### src/rtl/serial_bcd_alu_core_pkg.sv
// Shared types and widths for the bit-serial BCD add/subtract core.
package serial_bcd_alu_core_pkg;
  localparam int DIGITS = 4;
  localparam int OPW    = 4*DIGITS;
  localparam int RESW   = 4*(DIGITS+1);
  localparam int FRAME  = 2*OPW+1;

  localparam logic OP_ADD = 1'b0;
  localparam logic OP_SUB = 1'b1;

  typedef enum logic [2:0] {IDLE, LOAD, CALC, OUT, DONE} state_e;
endpackage

### src/rtl/bcd_digit_adder.sv
// One BCD digit add with carry: binary sum, then +6 when it leaves 0..9.
module bcd_digit_adder (
  input  logic [3:0] a_i,
  input  logic [3:0] b_i,
  input  logic       c_i,
  output logic [3:0] s_o,
  output logic       c_o
);
  logic [4:0] raw;

  assign raw = {1'b0, a_i} + {1'b0, b_i} + {4'b0, c_i};
  assign c_o = (raw > 5'd9);
  assign s_o = c_o ? raw[3:0] + 4'd6 : raw[3:0];
endmodule

### src/rtl/serial_bcd_alu_core.sv
// Bit-serial BCD add/subtract: 33-bit frame in (A, B, opcode), 20-bit result out LSB-first.
module serial_bcd_alu_core
  import serial_bcd_alu_core_pkg::*;
#(
  parameter int DIGITS = serial_bcd_alu_core_pkg::DIGITS
) (
  input  logic rst,
  input  logic clk,
  input  logic en,
  input  logic in,
  output logic result
);
  localparam int OW = 4*DIGITS;
  localparam int RW = 4*(DIGITS+1);
  localparam int FW = 2*OW+1;
  localparam int CW = $clog2(FW+1);

  state_e            state_q;
  logic [CW-1:0]     cnt_q;
  logic [2*OW-1:0]   op_sh_q;
  logic              op_q;
  logic [RW-1:0]     res_sh_q;
  logic              result_q;

  logic [OW-1:0]     a_w, b_w, b_eff, sum;
  logic [DIGITS:0]   cy;
  logic [3:0]        top_dig;
  logic [RW-1:0]     res_d;

  // Operands shift in at the MSB, so after 2*OW bits A sits in the low half.
  assign a_w   = op_sh_q[OW-1:0];
  assign b_w   = op_sh_q[2*OW-1:OW];
  assign cy[0] = (op_q == OP_SUB);

  // Subtraction adds the nines' complement of B with carry-in 1.
  for (genvar g = 0; g < DIGITS; g++) begin : g_dig
    assign b_eff[4*g +: 4] = (op_q == OP_SUB) ? 4'd9 - b_w[4*g +: 4] : b_w[4*g +: 4];
    bcd_digit_adder u_dig (
      .a_i (a_w[4*g +: 4]),
      .b_i (b_eff[4*g +: 4]),
      .c_i (cy[g]),
      .s_o (sum[4*g +: 4]),
      .c_o (cy[g+1])
    );
  end

  // Top digit: carry for ADD; for SUB no carry out means a borrow -> 9.
  assign top_dig = (op_q == OP_SUB) ? (cy[DIGITS] ? 4'd0 : 4'd9) : {3'b0, cy[DIGITS]};
  assign res_d   = {top_dig, sum};

  always_ff @(posedge clk or negedge rst) begin
    if (!rst) begin
      state_q  <= IDLE;
      cnt_q    <= '0;
      op_sh_q  <= '0;
      op_q     <= OP_ADD;
      res_sh_q <= '0;
      result_q <= 1'b0;
    end else begin
      case (state_q)
        IDLE: begin
          result_q <= 1'b0;
          if (en) begin
            op_sh_q <= {in, op_sh_q[2*OW-1:1]};
            cnt_q   <= CW'(1);
            state_q <= LOAD;
          end
        end
        LOAD: begin
          if (!en) begin
            op_sh_q <= '0;
            cnt_q   <= '0;
            state_q <= IDLE;
          end else if (cnt_q == CW'(FW-1)) begin
            op_q    <= in;
            cnt_q   <= '0;
            state_q <= CALC;
          end else begin
            op_sh_q <= {in, op_sh_q[2*OW-1:1]};
            cnt_q   <= cnt_q + CW'(1);
          end
        end
        CALC: begin
          res_sh_q <= res_d;
          cnt_q    <= '0;
          state_q  <= OUT;
        end
        OUT: begin
          result_q <= res_sh_q[0];
          res_sh_q <= {1'b0, res_sh_q[RW-1:1]};
          if (cnt_q == CW'(RW-1)) begin
            cnt_q   <= '0;
            state_q <= DONE;
          end else begin
            cnt_q <= cnt_q + CW'(1);
          end
        end
        DONE: begin
          result_q <= 1'b0;
          if (!en) state_q <= IDLE;
        end
        default: state_q <= IDLE;
      endcase
    end
  end

  assign result = result_q;
endmodule

### config.mk
export PLATFORM = sky130hd
export DESIGN_NAME = serial_bcd_alu_core
export DESIGN_NICKNAME = d
export VERILOG_FILES = /design/src/rtl/serial_bcd_alu_core_pkg.sv /design/src/rtl/bcd_digit_adder.sv /design/src/rtl/serial_bcd_alu_core.sv
export SDC_FILE = /design/constraint.sdc
export NUM_CORES = 1
export LEC_CHECK = 0
export CAP_MARGIN = 20
export CORE_MARGIN = 1
export CORE_UTILIZATION = 55
export CTS_CLUSTER_SIZE = 10
export DETAILED_ROUTE_END_ITERATION = 6
export PLACE_DENSITY = 0.8
export SETUP_SLACK_MARGIN = 0.05
export SYNTH_ARGS = -nofsm -noshare
export SYNTH_HDL_FRONTEND = slang
export SYNTH_SLANG_ARGS = --single-unit
export TNS_END_PERCENT = 30
### constraint.sdc
create_clock -name clk -period 7.2 [get_ports clk]
set_input_delay 1.8 -clock clk [delete_from_list [all_inputs] [get_ports clk]]
set_output_delay 1.8 -clock clk [all_outputs]
set_load 0.02 [all_outputs]
# [Yosys cells after proc, flatten, opt, wreduce, memory -nomap -nowiden]
# Cells that the tools add are included.
[op_classes] reduce_logical=10 eq_ne=11 magnitude_cmp=4 muxes=27 add_sub_neg=17
[ops] operator="2-to-1 mux 32 bit" n=3
[ops] operator="case mux 32 bit (2 select lines)" n=1
[ops] operator="2-to-1 mux 4 bit" n=10
[ops] operator="case mux 20 bit (2 select lines)" n=1
[ops] operator="2-to-1 mux 6 bit" n=4
[ops] operator="case mux 6 bit (4 select lines)" n=1
[ops] operator="adder 4 x 4 -> 5 bit" n=4
[ops] operator="adder 5 x 1 -> 5 bit" n=4
[ops] operator="greater-than comparator 5 x 4 -> 1 bit, second input constant" n=4
[ops] operator="adder 4 x 3 -> 4 bit, second input constant" n=4
[ops] operator="subtractor 4 bit, first input constant" n=4
[ops] operator="2-to-1 mux 3 bit" n=5
[ops] operator="case mux 3 bit (5 select lines)" n=1
[ops] operator="adder 6 x 1 -> 6 bit, second input constant" n=1
[ops] operator="equality test 3 x 2 -> 1 bit, second input constant" n=2
[ops] operator="equality test 6 x 5 -> 1 bit, second input constant" n=1
[ops] operator="equality test 6 bit, second input constant" n=1
[ops] operator="!= test 2 bit, second input constant" n=3
[ops] operator="!= test 3 bit, second input constant" n=2
[ops] operator="AND reduction 3 bit" n=2
[ops] operator="nonzero test 2 bit" n=3
[ops] operator="AND reduction 4 bit" n=1
[ops] operator="nonzero test 4 bit" n=1
[ops] operator="equality test 3 x 1 -> 1 bit, second input constant" n=1
[ops] operator="5 further kinds" n=5
[totals] reg_bits=63 out_inout_bits=1 elab_cells=75

# [Depth between registers and ports, before layout]
# Gate-level depths: netlist of the first run.
[logic_depth] ltp_word=14 mapped_depth=35 ltp_nobuf=35

# [By module]
# From an unflattened synthesis of the first run, not the netlist that was laid out.
[hier_totals] hier_cells=408 area_unflattened_um2=4053.9
[by_module_without_submodules] module="serial_bcd_alu_core" instances=1 seq_area_each_um2=1576.5 cells_per_inst=320 area_per_inst_um2=3208.1
[by_module_without_submodules] module="bcd_digit_adder" instances=4 seq_area_each_um2=0.0 cells_per_inst=22 area_per_inst_um2=211.5

# [Worst setup path before layout of the first run]
# Ideal clock, no wire load.
[synth_path] path_type="reg2reg" startpoint="register op_q" endpoint="register res_sh_q[16]" setup_time_ps=83 slack_ps=-330 arrival_time_ps=7447 path_stages_with_launch=32 cell_sequence="dfrtp_1 > buf_6 > clkbuf_1 > o21ai_0 > ha_1 > xnor2_1 > nor3b_1 > o41ai_2 > fa_1 > fa_1 > xnor2_1 > ha_1 > nand2_1 > a32o_1 > o31ai_1 > fa_1 > fa_1 > inv_1 > ha_1 > nand2_1 > a32o_1 > o31ai_1 > fa_1 > fa_1 > inv_1 > ha_1 > a32oi_1 > a31oi_1 > ha_1 > nor2_1 > a21oi_1 > o21ai_0"
[synth_via] elab_chain_cells=13 word_cells_on_any_way=19 cone_classes="8 x add/sub; 4 x order compare; 7 x mux"
[synth_lines] element="from (decl)" line_no="serial_bcd_alu_core.sv:21" text="logic op_q;"
[synth_lines] element="from (signal assigned)" line_no="serial_bcd_alu_core.sv:75" text="op_q <= in;"
[synth_lines] element="2-to-1 mux 4 bit" line_no="serial_bcd_alu_core.sv:37" text="assign b_eff[4*g +: 4] = (op_q == OP_SUB) ? 4'd9 - b_w[4*g +: 4] : b_w[4*g +: 4];"
[synth_lines] element="adder 4 x 4 -> 5 bit" line_no="bcd_digit_adder.sv:11" text="assign raw = {1'b0, a_i} + {1'b0, b_i} + {4'b0, c_i};"
[synth_lines] element="adder 5 x 1 -> 5 bit" line_no="bcd_digit_adder.sv:11"
[synth_lines] element="greater-than comparator 5 x 4 -> 1 bit" line_no="bcd_digit_adder.sv:12" text="assign c_o = (raw > 5'd9);"
[synth_lines] element="adder 5 x 1 -> 5 bit" line_no="bcd_digit_adder.sv:11"
[synth_lines] element="greater-than comparator 5 x 4 -> 1 bit" line_no="bcd_digit_adder.sv:12"
[synth_lines] element="adder 5 x 1 -> 5 bit" line_no="bcd_digit_adder.sv:11"
[synth_lines] element="greater-than comparator 5 x 4 -> 1 bit" line_no="bcd_digit_adder.sv:12"
[synth_lines] element="adder 5 x 1 -> 5 bit" line_no="bcd_digit_adder.sv:11"
[synth_lines] element="greater-than comparator 5 x 4 -> 1 bit" line_no="bcd_digit_adder.sv:12"
[synth_lines] element="2-to-1 mux 4 bit" line_no="serial_bcd_alu_core.sv:48" text="assign top_dig = (op_q == OP_SUB) ? (cy[DIGITS] ? 4'd0 : 4'd9) : {3'b0, cy[DIGITS]};"
[synth_lines] element="2-to-1 mux 4 bit (*)" line_no="serial_bcd_alu_core.sv:48"
[synth_lines] element="case mux 20 bit (2 select lines) (*)" line_no="serial_bcd_alu_core.sv:60" text="case (state_q)"
[synth_lines] element="to (signal assigned)" line_no="serial_bcd_alu_core.sv:84" text="res_sh_q <= res_d;"
[synth_lines] element="to (signal assigned)" line_no="serial_bcd_alu_core.sv:90" text="res_sh_q <= {1'b0, res_sh_q[RW-1:1]};"
[synth_lines] element="to (decl)" line_no="serial_bcd_alu_core.sv:22" text="logic [RW-1:0] res_sh_q;"
# Mark *: on every way between the ends. The rest lies on a longest branch, timed or not.
# A chain may end at the register's enable or synchronous reset.

# [Worst setup path in the final report of the first run]
# Ends and elaborated chain as after synthesis.

==> results of run 1 <==
[cell usage after synthesis, types with 2 or more instances]
library cell / count
a21o_1: 12
a21oi_1: 21
a22o_1: 4
a311oi_1: 2
a31oi_1: 5
a32o_1: 5
and2_1: 2
and3_1: 4
buf_1: 2
buf_2: 4
clkbuf_1: 13
dfrtp_1: 63
fa_1: 7
ha_1: 27
inv_1: 21
mux2_2: 3
mux2_4: 2
mux2i_1: 5
nand2_1: 104
nand3_1: 13
nand4_1: 2
nor2_1: 14
nor2b_1: 2
nor3_1: 3
o21ai_0: 57
o31ai_1: 4
o41ai_1: 2
or2_2: 3
or3_1: 8
or4_1: 2
xnor2_1: 12
xor2_1: 3
[worst max-delay path by stage]
stage                     slack (ns)                    start                       end  depth (start not counted)
final                          -0.17         op_q$_DFFE_PN0P_  res_sh_q[16]$_DFFE_PN0P_                         31
after global routing           -0.43         op_q$_DFFE_PN0P_  res_sh_q[16]$_DFFE_PN0P_                         31
after CTS                      -0.02  op_sh_q[18]$_DFFE_PN0P_  res_sh_q[16]$_DFFE_PN0P_                         35
after detailed placement       -0.23  op_sh_q[18]$_DFFE_PN0P_  res_sh_q[16]$_DFFE_PN0P_                         34
after global placement          0.08  op_sh_q[18]$_DFFE_PN0P_  res_sh_q[16]$_DFFE_PN0P_                         35
after floorplan                 0.06         op_q$_DFFE_PN0P_  res_sh_q[16]$_DFFE_PN0P_                         31
[registers in the layout, indices dropped and copies added (netlist names)]
| name | flops |
|---|---|
| cnt_q | 6 |
| op_sh_q | 32 |
| op_q | 1 |
| res_sh_q | 20 |
| result | 1 |
| state_q | 3 |
[cells by family after synthesis]
logic type	after synthesis	synth area share
mux	10	0.0289
compound gates	122	0.196
flops	63	0.400
fa+ha+maj	34	0.121
xor+xnor	15	0.0333
buf+inv	41	0.0422
simple gates	161	0.178
[cell type report]
| class | instances | share of cell area |
|---|---|---|
| multi-input cells | 342 | 0.516 |
| flip-flops and latches | 63 | 0.329 |
| repair buffers | 40 | 0.0696 |
| clock buffers | 11 | 0.0316 |
| well taps | 96 | 0.0250 |
| inverters | 21 | 0.0175 |
| clock inverters | 5 | 0.0117 |
[power by group through the flow]
| stage | combinational [mW] | clock [mW] | sequential [mW] |
|---|---|---|---|
| global route | 1.08 | 0.341 | 0.560 |
| finish | 0.968 | 0.322 | 0.548 |
| global placement | 0.750 | 0 | 0.545 |
| floorplan | 0.594 | 0 | 0.511 |
| detailed placement | 0.792 | 0 | 0.550 |
| CTS | 0.824 | 0.326 | 0.544 |
[per-layer routing]
metal | routed length [um] | part of all wire
met1 | 3930 | 0.44
met2 | 4580 | 0.51
met3 | 346 | 0.039
met4 | 84 | 0.0094
met5 | 0 | 0
[metrics by stage]
stage | worst slack [ns] | setup TNS [ns]
finish | -0.169 | -0.318
global placement | 0.0772 | 0
detailed placement | -0.233 | -0.563
CTS | -0.0216 | -0.0216
floorplan | 0.0639 | 0
global route | -0.430 | -1.47
[worst register-to-register path: cells and delay by family, from the launching register on]
kind	cells	cell delay [ns]
AO/OA/AOI/OAI	10	1.59
XOR/XNOR	3	0.77
adder cells (fa/ha/maj)	11	3.59
buffers and inverters	3	0.42
flip-flops	1	0.43
multiplexers	1	0.30
AND/OR/NAND/NOR	3	0.14
[repair_timing]
| item | in CTS | in global routing |
|---|---|---|
| buffers inserted | 3 | 5 |
| pin swaps | 7 | 30 |
| hold buffers | 0 | 0 |
| setup endpoints to repair | 5 | 5 |
| resized for setup | 14 | 35 |
==> results.ini, run 1 <==
[cts]
cts_tree = yes
cts.sinks = 63
cts_buffers = 9
clk_latency_ns = 0.35
clock_path_buffers = 2
htree_levels = 3
clk_pin_slew_ns = 0.08
cts_root_buffer = clkbuf_8

[pwr]
p_clk_frac = 0.175
p_comb_frac = 0.527
power_density_nw_per_um2 = 383
p_switching_uw = 780
internal-power_mw = 1.06
cellLeakagePower_nw = 2.16
pwr-share-seq = 0.298
p_sw_frac = 0.424
power_mw = 1.84
vdd_ir_drop_max_mv = 0.202

[placement]
numPortBuffers = 4
globalplace.congestion = 0.797
dp_hpwl_um = 5570
place_inst = 552
dpl-instance-area_sq_um = 4280

[floorplanning]
pin_count = 5
coreArea_sq_um = 6870
fp.dieW_um = 86.6
initial_core_util = 0.574
rows = 30
die-area_sq_um = 7510
die_h_um = 86.6

[final_layout]
final_util = 0.698
nets = 515
fillers = 522
n_antenna_cell = 0
layout_commonest_cell = nand2_1
finalInstanceArea_sq_um = 4800
multi_input_area_sq_um = 2470
syn2layout_area_growth_pct = 21.8
final_cell_mix = nand2_1, dfrtp_1, o21ai_0
finalNonFillerCells = 578
drive_above_1_share = 0.220
seq_area_sq_um = 1580

[setup_path]
r2r-end = res_sh_q[16]$_DFFE_PN0P_
worst-endpoint-arrival_ns = 7.59
cp_max_fo = 3
cp_top_family = adder cells
worst_path_max_delay_cell = fa_2
rrSetupSlack_ns = -0.17
worstSetupStartpointType = flop
cp.required_ns = 7.42
cp-end-kind = flop
r2r_cells = 31
cp_common_cell = fa_2
timing.critical_path.buf_inv = 3
r2r_start = op_q$_DFFE_PN0P_
slowest_delay_ns = 0.46
timing_worst_setup_path_type = reg -> reg

[synthesis]
synthFlopType = dfrtp_1
async_flop_share = 1.00
yosys_register_bits = 63
synthDominantCellAreaShare = 0.400
ys_top_cells_by_area = dfrtp_1, nand2_1, ha_1
ys_seq_area_frac = 0.400
syn_nets = 484
syn_area_sq_um = 3940
avgSynthCellArea_sq_um = 8.83
synth.largest_area_cell = dfrtp_1
yosysWarnings = 0
synth_edf_count = 0
ys_types = 47
synthCells = 446

[job]
max_cap_viol_count = 0

[drt]
ant_nets = 0
drc_errors = 0
drt_iter0_markers = 254
dr_total_vias = 3282
wl_per_cell_um = 15.5
via_per_inst = 5.68
drtPass1Iterations = 4
wl_um = 8930

[global_routing]
grt_overflow = 0
antenna_found_initial = 0
grt_util_met3 = 0.0524
track_usage = 0.246
grt_first_pass_wirelength_um = 14300
grt_max_degree = 65
grt_pass1_vias = 3122
busiest_layer = met2
met2_usage = 0.407
globalRouteMet1Util = 0.322

[sta]
min_period_over_period = 1.02
hold_violations = 0
finalMaxSlewViolations = 0
hold_ws_ns = 0.483
grt_setup_unrepaired = true
tightest_slew_ns = 0.953
fmax_ghz = 0.136
min_period_ns = 7.37
relSlewSlack = 0.363
setup_slack_ns = -0.169
fin_skew_ns = 0.0121
setup_viol = 2

[hold_path]
hold_start = res_sh_q[17]$_DFFE_PN0P_
min_path_type = reg -> reg
hold_end = res_sh_q[17]$_DFFE_PN0P_
hold_path_depth = 2

[run_status]
run_status = finished, violations left
violations = setup timing

Note: power is estimated with default switching activity, not from simulation.
==> run 2: changes to the inputs <==
Settings changed: CORE_ASPECT_RATIO from default to 0.5.
==> run 2 against run 1 <==
Compared with the run above: the run still ends with setup timing left; non-clock buffer count is 1 lower; via count is 2.3% higher; final cell count is 0.87% lower; wire length is 3.2% higher; sequential power hardly changed; setup slack better by 0.098 ns; total power is 4.7% higher; hold slack worse by 0.0047 ns; critical path type unchanged; largest cell class unchanged.
==> results.ini, run 2 (synthesis results as in run 1) <==
[hold_path]
min_path_type = reg -> reg
hold_end = res_sh_q[8]$_DFFE_PN0P_
hold_start = res_sh_q[8]$_DFFE_PN0P_
hold_path_depth = 2

[run_status]
run_status = finished, violations left
violations = setup timing

[drt]
drtPass1Iterations = 5
drt_iter0_markers = 316
wl_um = 9220
via_per_inst = 5.86
ant_nets = 0
dr_total_vias = 3359
wl_per_cell_um = 16.1
drc_errors = 0

[global_routing]
grt_first_pass_wirelength_um = 14500
antenna_found_initial = 0
grt_pass1_vias = 2992
grt_overflow = 0
track_usage = 0.255
grt_max_degree = 64

[floorplanning]
initial_core_util = 0.579
fp.dieW_um = 122
rows = 21
coreArea_sq_um = 6810
die_h_um = 61.9
pin_count = 5
die-area_sq_um = 7530

[setup_path]
rrSetupSlack_ns = -0.07
r2r_start = op_sh_q[18]$_DFFE_PN0P_
r2r-end = res_sh_q[16]$_DFFE_PN0P_
slowest_delay_ns = 0.45
cp_top_family = adder cells
r2r_cells = 32
worst_path_max_delay_cell = fa_2
timing_worst_setup_path_type = reg -> reg
cp.required_ns = 7.39
cp_max_fo = 5
timing.critical_path.buf_inv = 3
worstSetupStartpointType = flop
worst-endpoint-arrival_ns = 7.46
cp-end-kind = flop

[cts]
clk_pin_slew_ns = 0.05
cts_root_buffer = clkbuf_16
cts_buffers = 9
htree_levels = 3
cts-hold-fix-buffers = 0
clk_latency_ns = 0.33
clock_path_buffers = 2
cts.sinks = 63
cts_tree = yes

[final_layout]
final_cell_mix = nand2_1, dfrtp_1, o21ai_0
largestRegisters = op_sh_q (32), res_sh_q (20), cnt_q (6)
nets = 514
seq_area_sq_um = 1580
drive_above_1_share = 0.185
multi_input_area_sq_um = 2360
finalInstanceArea_sq_um = 4770
layout_commonest_cell = nand2_1
n_antenna_cell = 0
syn2layout_area_growth_pct = 21.0
fillers = 472
largest_reg_flops = 32
top_register = op_sh_q

[placement]
numPortBuffers = 4
dpl-instance-area_sq_um = 4290
pre_cts_slack_ns = -0.213
globalplace.congestion = 0.823
dp_hpwl_um = 5710

[sta]
finalMaxSlewViolations = 0
fin_skew_ns = 0.00610
tightest_slew_ns = 1.21
hold_violations = 0
min_period_over_period = 1.01
fmax_ghz = 0.138
grt_setup_unrepaired = true
setup_slack_ns = -0.0707
setup_viol = 2
relSlewSlack = 0.185
min_period_ns = 7.27

[pwr]
cellLeakagePower_nw = 2.19
power_density_nw_per_um2 = 404
vdd_ir_drop_max_mv = 0.191
power_mw = 1.92

[job]
max_cap_viol_count = 0

-- run 2: cell count changes in the layout (fill, tap and decap cells not counted), sizes merged --
cell      previous run  this run
bufinv               1         2
clkinv               3         2
clkinvlp             1         2
clkbuf              12        10
-- run 2: power breakdown --
part           leakage (nW)  total (mW)  switching (mW)  internal, mW
combinational          1.19       0.913           0.517         0.396
clock                 0.148       0.460           0.159         0.302
sequential            0.853       0.551           0.104         0.447
total                  2.19        1.92           0.779          1.14
-- run 2: cell type report --
cell class,instances,area share
clock buffer,10,0.0480
sequential,63,0.331
inverter,21,0.0165
clock inverter,6,0.0178
timing repair buffer,39,0.0675
tap,92,0.0241
multi-input combinational,342,0.495
-- run 2: layer usage --
layer | global-route usage | vias to the layer above | routed length [um]
met5 | 0 | - | 0
met4 | 0.0864 | 0 | 242
met3 | 0.0693 | 26 | 480
met2 | 0.417 | 113 | 4350
met1 | 0.337 | 1605 | 4140
li1 | - | 1615 | -
-- run 2: what timing repair did --
| item | 4_1_cts | 5_1_grt |
|---|---|---|
| pin swaps | 6 | 4 |
| cloned | 0 | 0 |
| gates resized for setup | 15 | 8 |
| setup buffers | 4 | 2 |
| endpoints found under the setup margin | 5 | 5 |
-- run 2: through the flow --
step / instances / hold slack [ns] / utilization / TNS, ns
floorplan: 446 / 0.439 / - / 0
global placement: 550 / 0.456 / 0.630 / 0
detailed placement: 550 / 0.456 / 0.630 / -0.472
CTS: 570 / 0.479 / 0.687 / -0.00846
global route: 573 / 0.511 / 0.700 / -1.25
finish: 573 / 0.478 / 0.700 / -0.125
-- run 2: worst max-delay path by stage --
stage,startpoint,end,cells past startpoint
after detailed placement,op_sh_q[18]$_DFFE_PN0P_,res_sh_q[16]$_DFFE_PN0P_,33
final,op_sh_q[18]$_DFFE_PN0P_,res_sh_q[16]$_DFFE_PN0P_,32
after CTS,op_sh_q[18]$_DFFE_PN0P_,res_sh_q[16]$_DFFE_PN0P_,34
after global placement,op_sh_q[18]$_DFFE_PN0P_,res_sh_q[16]$_DFFE_PN0P_,35
after global routing,op_sh_q[18]$_DFFE_PN0P_,res_sh_q[16]$_DFFE_PN0P_,34
after floorplan,op_q$_DFFE_PN0P_,res_sh_q[16]$_DFFE_PN0P_,31
-- run 2: worst register-to-register path: cells and delay by family (launching register included) --
| kind | cells | cell delay [ns] |
|---|---|---|
| compound gates | 12 | 2.03 |
| xor+xnor | 2 | 0.36 |
| fa+ha+maj | 12 | 3.91 |
| buf+inv | 3 | 0.30 |
| flops | 1 | 0.36 |
| simple gates | 3 | 0.18 |
==> run 3: changes to the inputs <==
Settings changed: CORE_ASPECT_RATIO 0.5 to default.
==> results of run 3 <==
No change in the layout: final DEF, timing and power equal those of run 1.
